### config.mk
export PLATFORM = sky130hd
export DESIGN_NAME = uart_tx_fifo
export DESIGN_NICKNAME = d
export VERILOG_FILES = /design/src/rtl/uart_tx_fifo.sv
export SDC_FILE = /design/constraint.sdc
export NUM_CORES = 1
export LEC_CHECK = 0
export BUFFER_PORTS_ARGS = -buffer_cell sky130_fd_sc_hd__clkbuf_2
export CAP_MARGIN = 20
export CORE_UTILIZATION = 45
export DETAILED_ROUTE_END_ITERATION = 12
export PLACE_DENSITY = 0.64
export SYNTH_ARGS = -nofsm -noshare
export SYNTH_HDL_FRONTEND = slang
export SYNTH_SLANG_ARGS = --single-unit
### constraint.sdc
create_clock -name clk -period 4.5 [get_ports clk]
set_input_delay 0.9 -clock clk [delete_from_list [all_inputs] [get_ports clk]]
set_output_delay 0.9 -clock clk [all_outputs]
set_load 0.01 [all_outputs]
### src/rtl/uart_tx_fifo.sv
// UART transmitter with TX FIFO, runtime divisor, 5-8 data bits,
// optional parity, 1/2 stop bits, status register and TX-idle irq.
module uart_tx_fifo #(
  parameter int DEPTH     = 16,
  parameter int DIV_WIDTH = 16,
  parameter int DIV_RESET = 868
) (
  input  logic        clk,
  input  logic        reset,
  input  logic        enable,
  input  logic        mem_valid,
  input  logic        mem_instr,
  input  logic [3:0]  mem_wstrb,
  input  logic [31:0] mem_wdata,
  input  logic [31:0] mem_addr,
  output logic        mem_ready,
  output logic [31:0] mem_rdata,
  output logic        serialOut,
  output logic        irq
);

  localparam int AW = (DEPTH > 1) ? $clog2(DEPTH) : 1;
  localparam int CW = AW + 1;

  typedef enum logic [2:0] {
    S_IDLE, S_START, S_DATA, S_PAR, S_STOP
  } state_e;

  state_e state_q, state_d;

  logic [7:0]    fifo_q [DEPTH];
  logic [AW-1:0] wp_q, rp_q;
  logic [CW-1:0] cnt_q;
  logic          full, empty, push, pop;

  logic          accept, is_wr, tx_wr, ack, ctrl_wr;
  logic [1:0]    sel;
  logic          ready_q;
  logic [31:0]   rdata_q, rdata_d;

  logic [DIV_WIDTH-1:0] div_q;
  logic [1:0]    par_q, bits_q;
  logic          stop2_q, irq_en_q;
  logic [31:0]   ctrl_rd, status, wmask, ctrl_nv;

  logic [DIV_WIDTH-1:0] dlat_q, bcnt_q;
  logic [2:0]    bit_q, nb_q;
  logic [7:0]    sh_q, head, dmask;
  logic          pen_q, pbit_q, s2_q;
  logic          tick, last_stop;

  logic          serial_q, serial_d;
  logic          irq_q, irq_d;
  logic          unused_ok;

  assign unused_ok = ^{mem_instr, mem_addr[31:4], mem_addr[1:0]};

  assign full   = cnt_q == CW'(DEPTH);
  assign empty  = cnt_q == '0;
  assign sel    = mem_addr[3:2];
  assign is_wr  = |mem_wstrb;
  assign accept = enable & mem_valid & ~ready_q;
  assign tx_wr  = accept & is_wr & (sel == 2'd0) & mem_wstrb[0];
  // a TXDATA write into a full FIFO waits here until a slot frees
  assign push    = tx_wr & ~full;
  assign ack     = accept & ~(tx_wr & full);
  assign ctrl_wr = accept & is_wr & (sel == 2'd2);

  assign wmask = {{8{mem_wstrb[3]}}, {8{mem_wstrb[2]}},
                  {8{mem_wstrb[1]}}, {8{mem_wstrb[0]}}};
  assign ctrl_nv = (ctrl_rd & ~wmask) | (mem_wdata & wmask);

  always_comb begin
    ctrl_rd = '0;
    ctrl_rd[DIV_WIDTH-1:0] = div_q;
    ctrl_rd[17:16] = par_q;
    ctrl_rd[18]    = stop2_q;
    ctrl_rd[19]    = irq_en_q;
    ctrl_rd[21:20] = bits_q;
  end

  always_comb begin
    status = '0;
    status[0]    = full;
    status[1]    = empty;
    status[2]    = state_q != S_IDLE;
    status[3]    = irq_q;
    status[15:8] = 8'(cnt_q);
  end

  always_comb begin
    rdata_d = '0;
    if (ack && !is_wr) begin
      unique case (sel)
        2'd1:    rdata_d = status;
        2'd2:    rdata_d = ctrl_rd;
        default: rdata_d = '0;
      endcase
    end
  end

  assign head      = fifo_q[rp_q];
  assign dmask     = 8'hFF >> (2'd3 - bits_q);
  assign tick      = bcnt_q == (dlat_q - DIV_WIDTH'(1));
  assign last_stop = ~s2_q | bit_q[0];
  assign pop = ~empty & ((state_q == S_IDLE) |
               ((state_q == S_STOP) & tick & last_stop));

  always_ff @(posedge clk) begin
    if (push) fifo_q[wp_q] <= mem_wdata[7:0];
  end

  always_ff @(posedge clk) begin
    if (reset) begin
      wp_q     <= '0;
      rp_q     <= '0;
      cnt_q    <= '0;
      ready_q  <= 1'b0;
      rdata_q  <= '0;
      div_q    <= DIV_WIDTH'(DIV_RESET);
      par_q    <= 2'b00;
      bits_q   <= 2'd3;
      stop2_q  <= 1'b0;
      irq_en_q <= 1'b0;
      serial_q <= 1'b1;
      irq_q    <= 1'b0;
    end else begin
      ready_q  <= ack;
      rdata_q  <= rdata_d;
      serial_q <= serial_d;
      irq_q    <= irq_d;
      if (push) wp_q <= wp_q + AW'(1);
      if (pop)  rp_q <= rp_q + AW'(1);
      case ({push, pop})
        2'b10:   cnt_q <= cnt_q + CW'(1);
        2'b01:   cnt_q <= cnt_q - CW'(1);
        default: cnt_q <= cnt_q;
      endcase
      if (ctrl_wr) begin
        div_q    <= ctrl_nv[DIV_WIDTH-1:0];
        par_q    <= ctrl_nv[17:16];
        stop2_q  <= ctrl_nv[18];
        irq_en_q <= ctrl_nv[19];
        bits_q   <= ctrl_nv[21:20];
      end
    end
  end

  always_ff @(posedge clk) begin
    if (reset) state_q <= S_IDLE;
    else       state_q <= state_d;
  end

  always_comb begin
    state_d = state_q;
    unique case (state_q)
      S_IDLE:  if (pop) state_d = S_START;
      S_START: if (tick) state_d = S_DATA;
      S_DATA:  if (tick && bit_q == nb_q)
                 state_d = pen_q ? S_PAR : S_STOP;
      S_PAR:   if (tick) state_d = S_STOP;
      S_STOP:  if (tick && last_stop)
                 state_d = pop ? S_START : S_IDLE;
      default: state_d = S_IDLE;
    endcase
  end

  always_comb begin
    serial_d = 1'b1;
    irq_d    = irq_en_q & empty & (state_q == S_IDLE);
    unique case (state_q)
      S_START: serial_d = 1'b0;
      S_DATA:  serial_d = sh_q[0];
      S_PAR:   serial_d = pbit_q;
      default: serial_d = 1'b1;
    endcase
  end

  // frame config is captured at pop so CTRL writes only hit the next frame
  always_ff @(posedge clk) begin
    if (reset) begin
      dlat_q <= DIV_WIDTH'(1);
      bcnt_q <= '0;
      bit_q  <= '0;
      nb_q   <= 3'd7;
      sh_q   <= '0;
      pen_q  <= 1'b0;
      pbit_q <= 1'b0;
      s2_q   <= 1'b0;
    end else if (pop) begin
      dlat_q <= (div_q == '0) ? DIV_WIDTH'(1) : div_q;
      bcnt_q <= '0;
      bit_q  <= '0;
      nb_q   <= {1'b0, bits_q} + 3'd4;
      sh_q   <= head;
      pen_q  <= ^par_q;
      pbit_q <= (^(head & dmask)) ^ (par_q == 2'b10);
      s2_q   <= stop2_q;
    end else if (state_q != S_IDLE) begin
      bcnt_q <= tick ? '0 : bcnt_q + DIV_WIDTH'(1);
      if (tick) begin
        if (state_q == S_DATA) begin
          sh_q  <= sh_q >> 1;
          bit_q <= (bit_q == nb_q) ? '0 : bit_q + 3'd1;
        end else if (state_q == S_STOP) begin
          bit_q <= bit_q + 3'd1;
        end else begin
          bit_q <= '0;
        end
      end
    end
  end

  assign mem_ready = ready_q;
  assign mem_rdata = rdata_q;
  assign serialOut = serial_q;
  assign irq       = irq_q;

endmodule
## Word-level counts from Yosys, hierarchy flattened

Memories as Yosys holds them, arrays and structs flattened. A register that Yosys moved wholly into a read port is not among the register bits.
Cells that the tools add are included.

| storage, ports and cells | value |
|---|---|
| RAM bits | 128 |
| word-level logic and storage cells | 122 |
| memories kept | 1 |
| input bits | 73 |
| output and inout bits | 35 |
| bits in registers | 122 |

Memories:

| name | words | width | read ports | clocked after memory_dff | write ports | RTL line | RTL |
|---|---|---|---|---|---|---|---|
| fifo_q | 16 | 8 | 1 | 1 | 1 | 31 | `logic [7:0] fifo_q [DEPTH];` |

| cells by class | value |
|---|---|
| add/sub/neg operators | 9 |
| shifts and indexed selects | 1 |
| reductions and logical operators | 21 |
| mux-type cells | 24 |
| eq/ne operators | 17 |
| bitwise operators | 28 |

Operators with widths:

| kind | number |
|---|---|
| bitwise AND 22 bit | 2 |
| one-hot mux 22 bit (2 select lines) | 1 |
| 2-to-1 mux 16 bit | 2 |
| 2-to-1 mux 8 bit | 4 |
| 2-to-1 mux 3 bit | 9 |
| NOT 22 bit | 1 |
| OR 22 bit | 1 |
| adder 16 x 1 -> 16 bit (second input constant) | 1 |
| equality test 16 bit | 1 |
| zero test 16 bit | 1 |
| subtractor 16 x 1 -> 16 bit (second input constant) | 1 |
| one-hot mux 3 bit (5 select lines) | 1 |
| bitwise AND 1 bit | 14 |
| != test 2 bit (second input constant) | 5 |
| one-hot mux 5 bit (2 select lines) | 1 |
| adder 4 x 1 -> 4 bit (second input constant) | 2 |
| bitwise AND 8 bit | 1 |
| 2-to-1 mux 4 bit | 2 |
| nonzero test 2 bit | 4 |
| parity 8 bit | 1 |
| right shift 8 x 2 -> 8 bit (first input constant) | 1 |
| equality test 2 bit (second input constant) | 3 |
| equality test 3 x 2 -> 1 bit (second input constant) | 2 |
| NOT 1 bit | 6 |
| 26 further kinds | 33 |

## Logic depth before layout (Yosys ltp)

Gate-level depths: netlist of the first run.

| logic depth | value |
|---|---|
| word-level depth | 11 |
| mapped depth | 21 |
| depth with buffers taken out | 19 |

## Worst setup path before layout of the first run

No wires, ideal clock.

| timing path | value |
|---|---|
| kind | register to register |
| start point | register dlat_q[0] |
| end point | register cnt_q[4] |
| library setup time | 0.070 ns |
| path slack | 0.281 ns |
| data arrival time | 4.149 ns |
| stages on the path, launching flop included | 22 |
| clock period less this slack | 4.219 ns |
| path through | dfxtp_1 > inv_1 > ha_1 > nor3b_1 > xnor2_1 > a31oi_1 > or4_1 > a211o_1 > o31a_1 > inv_2 > buf_4 > ha_1 > clkbuf_1 > xor2_1 > ha_1 > a21oi_1 > nor2b_1 > o21ai_0 > a21oi_1 > nor2_1 > or3_1 > a21oi_1 |

| between the ends | value |
|---|---|
| cells in the longest elaborated chain, start to end | 8 |

RTL lines:

| element | RTL line | RTL |
|---|---|---|
| from (decl) | 46 | `logic [DIV_WIDTH-1:0] dlat_q, bcnt_q;` |
| from (signal assigned) | 191 | `dlat_q <= (div_q == '0) ? DIV_WIDTH'(1) : div_q;` |
| subtractor 16 x 1 -> 16 bit (*) | 104 | `assign tick = bcnt_q == (dlat_q - DIV_WIDTH'(1));` |
| equality test 16 bit (*) | 104 |  |
| bitwise AND 1 bit (*) (2 in series) | 107 | `((state_q == S_STOP) & tick & last_stop));` |
| OR 1 bit (*) | 106 | `assign pop = ~empty & ((state_q == S_IDLE) \|` |
| bitwise AND 1 bit (*) | 106 |  |
| equality test 2 x 1 -> 1 bit or equality test 2 bit (tied branches) | 134 | `case ({push, pop})` |
| one-hot mux 5 bit (2 select lines) or nonzero test 2 bit (tied branches) | n/a |  |
| to (signal assigned) | 135 | `2'b10: cnt_q <= cnt_q + CW'(1);` |
| to (signal assigned) | 136 | `2'b01: cnt_q <= cnt_q - CW'(1);` |
| to (signal assigned) | 137 | `default: cnt_q <= cnt_q;` |
| to (decl) | 33 | `logic [CW-1:0] cnt_q;` |

Every way passes the cells marked *; elsewhere a longest branch is shown, timed or not.
A chain may end at the register's enable or synchronous reset.

## Final worst setup path of the first run

Ends and elaborated chain as after synthesis.

==> qor.json, run 1 <==
{
  "timing": {
    "finalWorstPathRequiredPeriod_ps": 4150,
    "worst-slew-pin-transition_ps": 938,
    "grt_setup_unrepaired": "false",
    "timing_hold_violations_final": 0,
    "holdWs_ps": 465,
    "setup-violations-final": 0,
    "slew_headroom_pct": 37.0,
    "clock-skew-final_ps": 22.1,
    "timing.final.max_slew_violations": 0,
    "fin_tns_setup_ps": 0,
    "fmax_mhz": 241,
    "layout_worst_path_cycle_share_pct": 92.1
  },
  "min_path": {
    "holdPathStages": 1,
    "hp-class": "flop to flop",
    "whs_endpoint": "sh_q[1]$_SDFFE_PP0P_",
    "worst_hold_startpoint": "sh_q[1]$_SDFFE_PP0P_"
  },
  "flow_run": {
    "maxCapViolations": 0
  },
  "drt": {
    "num_vias": 6478,
    "drt_drc_violations_left": 7,
    "drt.antenna.violating_nets": 0,
    "drt-pass1-iter-count": 9,
    "routed_wirelength_um": 21500,
    "drt_iter0_drc": 344,
    "avgViaCountPerCell": 5.53,
    "wire_length_per_cell_um": 18.4
  },
  "die": {
    "start_util_pct": 46.2,
    "io_pins": 108,
    "rows": 54,
    "fp.coreArea_sq_mm": 0.0220,
    "chipHeight_um": 152,
    "die_area_sq_mm": 0.0232,
    "die-width_um": 152
  },
  "synth": {
    "post_synthesis_average_cell_area_sq_um": 12.4,
    "ys_types": 58,
    "ys_seq_elements": 243,
    "synthesis.instances": 817,
    "portion_of_the_post_synthesis_area_used_by_sequential_elements_pct": 60.6,
    "synth_edf_count": 128,
    "asyncSetResetFlopFracSynth_pct": 0,
    "yosys_warnings": 0,
    "synth_flop_cell": "sky130_fd_sc_hd__edfxtp_1",
    "synth_area_sq_mm": 0.0101
  },
  "grt": {
    "global_route.usage.met1_pct": 27.0,
    "grt-busiest-layer": "met2",
    "grt_start_max_net_pins": 29,
    "overflow": 0,
    "grt_antenna_before_repair": 0,
    "grt_pass1_vias": 6248,
    "grtUsageTotal_pct": 19.1,
    "globalRouteMet3Util_pct": 2.19,
    "grtUsageMet2_pct": 31.2,
    "global_route_wire_length_before_repair_um": 34700
  },
  "worst_setup_path": {
    "ff2ff_path_depth": 19,
    "critical_path.reg2reg.startpoint": "dlat_q[0]$_SDFFE_PP1N_",
    "worst-r2r-setup-slack_ps": 350,
    "crit_chain": "inv_1 > ha_1 > or3b_1 > nor4_1 > a31oi_1 > or4_1 > a211o_1 > o31a_1 > inv_2 > ha_1 > xor2_1 > ha_1 > a21oi_1 > nor2b_1 > o21ai_0 > a21oi_1 > nor2_1 > or3_1 > a21oi_1",
    "critPathKind": "flop to flop",
    "critical_path.slowest_cell": "sky130_fd_sc_hd__or3b_1",
    "crit_path_dat_ps": 4620,
    "worst_ep_required_time_ps": 4970,
    "critPathLaunchType": "flop",
    "reg2reg_to": "cnt_q[4]$_SDFFE_PP0P_",
    "critPathCaptureType": "flop",
    "crit_path_max_incr_delay_ps": 430,
    "critical_path.max_fanout": 6
  },
  "clock_tree": {
    "clock_latency_ps": 530,
    "buffer_type_at_the_clock_tree_root": "sky130_fd_sc_hd__clkbuf_16",
    "path_clk_slew_ps": 60,
    "number_of_gates_resized_after_cts": 0,
    "cts_tree": "built",
    "cts_made_buffers": 25,
    "cts_hold_buf": 0,
    "post-cts-setup-buffers": 0,
    "cts_buffer_depth": 3,
    "cts_htree_levels": 1,
    "clock_sink_count": 243
  },
  "placement": {
    "numPlacedInstances": 1126,
    "finalWeightedCongestion": 0.810,
    "dpl-instance-area_sq_mm": 0.0107,
    "place_hpwl_um": 14500,
    "port_buffers": 56
  },
  "final_layout": {
    "post_route_cells_drive_above_1_share_pct": 17.1,
    "multi_input_combinational_cell_area_sq_mm": 0.00368,
    "design.final.nets": 961,
    "layout.cells.non_filler": 1171,
    "num-fill-cells": 1883,
    "layout.area.seq_sq_mm": 0.00615,
    "stdcell_area_sq_mm": 0.0115,
    "layout_stage_area_growth_over_the_synthesis_result_pct": 13.0,
    "diodes_inserted": 0
  },
  "outcome": {
    "outcome": "complete, but fails checks",
    "violated_checks": "DRC"
  },
  "power_and_ir_drop": {
    "fin_total_pwr_mw": 6.09,
    "ir_drop_worst_vdd_v": 0.000405,
    "leakage_nw": 4.11,
    "power-per-cell-area_mw_per_mm2": 531
  }
}
-- cell type report --
class | instances | area share, %
Clock buffer | 39 | 6.44
Clock inverter | 6 | 0.382
Inverter | 25 | 0.818
Multi-Input combinational cell | 504 | 32.1
Sequential cell | 243 | 53.6
Tap cell | 280 | 3.05
Timing Repair Buffer | 74 | 3.62
-- worst max path at each step --
stage,start,end,slack (ps),cells past startpoint
final,dlat_q[0]$_SDFFE_PP1N_,cnt_q[4]$_SDFFE_PP0P_,350,19
after global routing,dlat_q[0]$_SDFFE_PP1N_,cnt_q[4]$_SDFFE_PP0P_,10,19
after CTS,dlat_q[0]$_SDFFE_PP1N_,cnt_q[4]$_SDFFE_PP0P_,350,19
after floorplan,dlat_q[0]$_SDFFE_PP1N_,cnt_q[4]$_SDFFE_PP0P_,280,21
after global placement,dlat_q[0]$_SDFFE_PP1N_,cnt_q[4]$_SDFFE_PP0P_,440,19
after detailed placement,dlat_q[0]$_SDFFE_PP1N_,cnt_q[4]$_SDFFE_PP0P_,340,19
-- synth_stat cells (11+ instances only) --
cell type / n / area (sq um)
sky130_fd_sc_hd__a21oi_1: 35 / 175
sky130_fd_sc_hd__a221oi_1: 11 / 96.3
sky130_fd_sc_hd__a22o_1: 18 / 158
sky130_fd_sc_hd__a22oi_1: 14 / 105
sky130_fd_sc_hd__and3_1: 21 / 131
sky130_fd_sc_hd__buf_4: 13 / 97.6
sky130_fd_sc_hd__clkbuf_1: 29 / 109
sky130_fd_sc_hd__dfxtp_1: 115 / 2300
sky130_fd_sc_hd__edfxtp_1: 128 / 3840
sky130_fd_sc_hd__ha_1: 15 / 188
sky130_fd_sc_hd__inv_1: 24 / 90.1
sky130_fd_sc_hd__mux2i_1: 11 / 110
sky130_fd_sc_hd__mux4_2: 33 / 743
sky130_fd_sc_hd__nand2_1: 55 / 206
sky130_fd_sc_hd__nand3_1: 40 / 200
sky130_fd_sc_hd__nor2_1: 67 / 251
sky130_fd_sc_hd__nor3_1: 14 / 70.1
sky130_fd_sc_hd__nor4_1: 12 / 75.1
sky130_fd_sc_hd__o21ai_0: 16 / 80.1
sky130_fd_sc_hd__xnor2_1: 26 / 228
sky130_fd_sc_hd__xor2_1: 31 / 272
-- placed cells by master (no fill, tap or decap), drive strengths merged, types with 5 or more instances in the layout --
cell,netlist,final
edfxtp,128,128
dfxtp,115,115
clkbuf,30,95
nor2,67,67
nand2,55,55
nand3,40,40
a21oi,35,35
mux4,33,33
xor2,31,31
xnor2,26,26
inv,25,26
and3,21,21
a22o,18,18
buf,24,18
o21ai,17,17
ha,15,15
nor3,14,14
a22oi,14,14
nor4,13,13
a221oi,11,11
mux2i,11,11
conb,1,10
nand4,9,9
or3,9,9
nor2b,7,7
o21a,7,7
a211oi,5,5
or4,5,5
clkinv,0,5
-- power breakdown --
group	leakage [nW]	internal [mW]	switching, mW
logic	1.64	0.712	0.808
clock network	0.388	1.13	0.829
registers	2.08	2.44	0.179
total	4.11	4.28	1.82
-- per-layer routing --
metal	vias to the layer above	wire length (um)
met5	-	0
met4	0	446
met3	32	871
met2	141	10300
met1	3178	9920
li1	3127	-
-- metrics by stage --
step | setup slack [ps] | util, %
floorplan | 281 | -
global placement | 443 | 48.7
detailed placement | 342 | 48.7
CTS | 353 | 52.2
global route | 9.76 | 52.2
finish | 355 | 52.2
-- critical path: cells and delay by family (launching register included) --
family,cells,cell delay (ps)
XOR/XNOR,1,150
adder cells (fa/ha/maj),3,600
buffers and inverters,2,250
AO/OA/AOI/OAI,7,1220
flip-flops,1,350
AND/OR/NAND/NOR,6,1540
-- kinds of logic after synthesis --
| logic type | share of synthesized area, % |
|---|---|
| xor gates and xnor gates | 4.92 |
| adders and majority gates | 1.85 |
| buffers and inverters | 3.51 |
| other | 0.0370 |
| and+or+nand+nor | 12.3 |
| muxes | 8.41 |
| AOI/OAI and AO/OA | 8.43 |
| DFF | 60.6 |
No activity file was read; power rests on OpenSTA's default activity.
==> inputs of run 2 (changes only) <==
--- a/config.mk
+++ b/config.mk
@@ -5,11 +5,14 @@
 export SDC_FILE = /design/constraint.sdc
 export NUM_CORES = 1
 export LEC_CHECK = 0
+export ABC_CLOCK_PERIOD_IN_PS = 4500
 export BUFFER_PORTS_ARGS = -buffer_cell sky130_fd_sc_hd__clkbuf_2
 export CAP_MARGIN = 20
+export CORE_ASPECT_RATIO = 0.6
 export CORE_UTILIZATION = 45
 export DETAILED_ROUTE_END_ITERATION = 12
 export PLACE_DENSITY = 0.64
+export REMOVE_ABC_BUFFERS = 1
 export SYNTH_ARGS = -nofsm -noshare
 export SYNTH_HDL_FRONTEND = slang
 export SYNTH_SLANG_ARGS = --single-unit
==> run 2 against run 1 <==
Compared with the run above: largest cell class unchanged; total power is 2.5% higher; register-to-register slack got worse by 40 ps; global-route usage grew 0.53 points; critical path depth unchanged; first-iteration DRC count grew 58%; combinational power increased by 4%; die area is essentially flat; the run now ends clean; non-clock buffer count up 1; worst hold slack better by 3.0 ps; worst setup slack got worse by 38 ps; sequential power is 2% lower; sequential share of layout area down 0.33 points.
==> qor.json, run 2 (synthesized netlist as in run 1, its figures left out) <==
{
  "timing": {
    "finalWorstPathRequiredPeriod_ps": 4180,
    "worst-slew-pin-transition_ps": 1080,
    "layout_worst_path_cycle_share_pct": 93.0,
    "setup-violations-final": 0,
    "fmax_mhz": 239,
    "fin_tns_setup_ps": 0,
    "timing.final.max_slew_violations": 0,
    "layout_setup_ws_ps": 317,
    "slew_headroom_pct": 28.0,
    "clock-skew-final_ps": 8.49,
    "timing_hold_violations_final": 0
  },
  "final_layout": {
    "diodes_inserted": 0,
    "layout_stage_area_growth_over_the_synthesis_result_pct": 13.7,
    "num-fill-cells": 1886,
    "design.final.nets": 961,
    "final_common_cell": "sky130_fd_sc_hd__edfxtp_1",
    "multi_input_combinational_cell_area_sq_mm": 0.00369,
    "post_route_cells_drive_above_1_share_pct": 17.6,
    "mostFrequentLayoutCells": "sky130_fd_sc_hd__edfxtp_1, sky130_fd_sc_hd__dfxtp_1, sky130_fd_sc_hd__nor2_1",
    "layout.area.seq_sq_mm": 0.00615
  },
  "clock_tree": {
    "cts_buffer_depth": 3,
    "cts_htree_levels": 1,
    "clock_sink_count": 243,
    "number_of_gates_resized_after_cts": 0,
    "cts_made_buffers": 24,
    "path_clk_slew_ps": 70,
    "buffer_type_at_the_clock_tree_root": "sky130_fd_sc_hd__clkbuf_16",
    "clock_latency_ps": 510,
    "cts_hold_buf": 0,
    "post-cts-setup-buffers": 0,
    "cts_tree": "built"
  },
  "worst_setup_path": {
    "critPathLaunchType": "flop",
    "crit_chain": "inv_1 > ha_1 > or3b_4 > nor4_2 > a31oi_1 > or4_1 > a211o_1 > o31a_1 > inv_2 > ha_1 > xor2_1 > ha_1 > a21oi_1 > nor2b_1 > o21ai_0 > a21oi_1 > nor2_1 > or3_1 > a21oi_1",
    "crit_path_max_incr_delay_ps": 450,
    "crit_path_dat_ps": 4620,
    "critPathKind": "flop to flop",
    "worst_ep_required_time_ps": 4940,
    "ff2ff_path_depth": 19,
    "critPathCaptureType": "flop",
    "critical_path.slowest_cell": "sky130_fd_sc_hd__or3b_4",
    "critical_path.max_fanout": 6
  },
  "grt": {
    "grt_start_max_net_pins": 41,
    "grt_antenna_before_repair": 0,
    "grt_pass1_vias": 6173,
    "overflow": 0,
    "grtUsageTotal_pct": 19.6,
    "global_route_wire_length_before_repair_um": 35300
  },
  "placement": {
    "finalWeightedCongestion": 0.871,
    "port_buffers": 56,
    "place_hpwl_um": 15800,
    "post-place-ws_ps": 319
  },
  "die": {
    "die_area_sq_mm": 0.0232,
    "rows": 42,
    "start_util_pct": 46.0,
    "io_pins": 108,
    "fp.coreArea_sq_mm": 0.0221,
    "die-width_um": 196,
    "chipHeight_um": 118
  },
  "min_path": {
    "holdPathStages": 1,
    "hp-class": "flop to flop"
  },
  "power_and_ir_drop": {
    "clkPwrFrac_pct": 33.4,
    "power-per-cell-area_mw_per_mm2": 541,
    "power.net_switching_mw": 1.86,
    "sw_frac_of_total_pct": 29.7,
    "cell_internal_pwr_mw": 4.39,
    "sequentialPowerShare_pct": 41.4,
    "ir_drop_worst_vdd_v": 0.000336,
    "leakage_nw": 4.12,
    "combinational_cell_fraction_of_total_power_pct": 25.3
  },
  "flow_run": {
    "maxCapViolations": 0
  },
  "drt": {
    "avgViaCountPerCell": 5.58,
    "drt-pass1-iter-count": 5,
    "drt_drc_violations_left": 0,
    "routed_wirelength_um": 22500,
    "num_vias": 6563,
    "drt.antenna.violating_nets": 0,
    "wire_length_per_cell_um": 19.1,
    "drt_iter0_drc": 545
  },
  "outcome": {
    "outcome": "finished, final reports clean"
  }
}
run 2: power groups by stage:
stage	registers, mW	logic, mW	clock network (mW)
final	2.58	1.58	2.08
after detailed placement	2.63	1.56	0
after global placement	2.63	1.54	0
after floorplan	2.64	1.09	0
after CTS	2.58	1.56	2.11
after global routing	2.61	1.74	2.20
run 2: layer usage:
metal	share of wire [%]	track usage, %
met3	6.6	3.94
met2	39	25.5
met4	1.7	3.91
met5	0.44	3.27
met1	53	32.6
run 2: final timing paths:
path                                        startpoint                     to  slack (ps)
worst min register to register    sh_q[0]$_SDFFE_PP0P_   sh_q[0]$_SDFFE_PP0P_         470
worst max register to register  dlat_q[0]$_SDFFE_PP1N_  cnt_q[4]$_SDFFE_PP0P_         320
worst max-delay path            dlat_q[0]$_SDFFE_PP1N_  cnt_q[4]$_SDFFE_PP0P_         320
worst min-delay path              sh_q[0]$_SDFFE_PP0P_   sh_q[0]$_SDFFE_PP0P_         470
run 2: area by class of cell:
class	instances	share of cell area [%]
timing repair buffer	75	3.66
sequential	243	53.3
clock inverter	17	1.65
multi-input combinational	504	32.0
clock buffer	27	5.49
inverter	25	0.813
tap	286	3.10
run 2: worst max-delay path, delay by kind of cell, from the launching register on:
kind	cells	cell delay, ps
and+or+nand+nor	6	1520
adders and majority gates	3	620
buffers and inverters	2	230
xor gates and xnor gates	1	150
AOI/OAI and AO/OA	7	1230
DFF	1	360
run 2: metrics by stage:
step / hold WS (ps) / util [%] / power [mW] / area (sq um) / std cells
final: 468 / 52.3 / 6.25 / 11500 / 1177
after global routing: 488 / 52.3 / 6.54 / 11500 / 1177
after CTS: 470 / 52.2 / 6.26 / 11500 / 1177
after detailed placement: 455 / 48.5 / 4.19 / 10700 / 1133
after global placement: 449 / 48.5 / 4.17 / 10700 / 1133
after floorplan: 435 / - / 3.73 / 9920 / 772
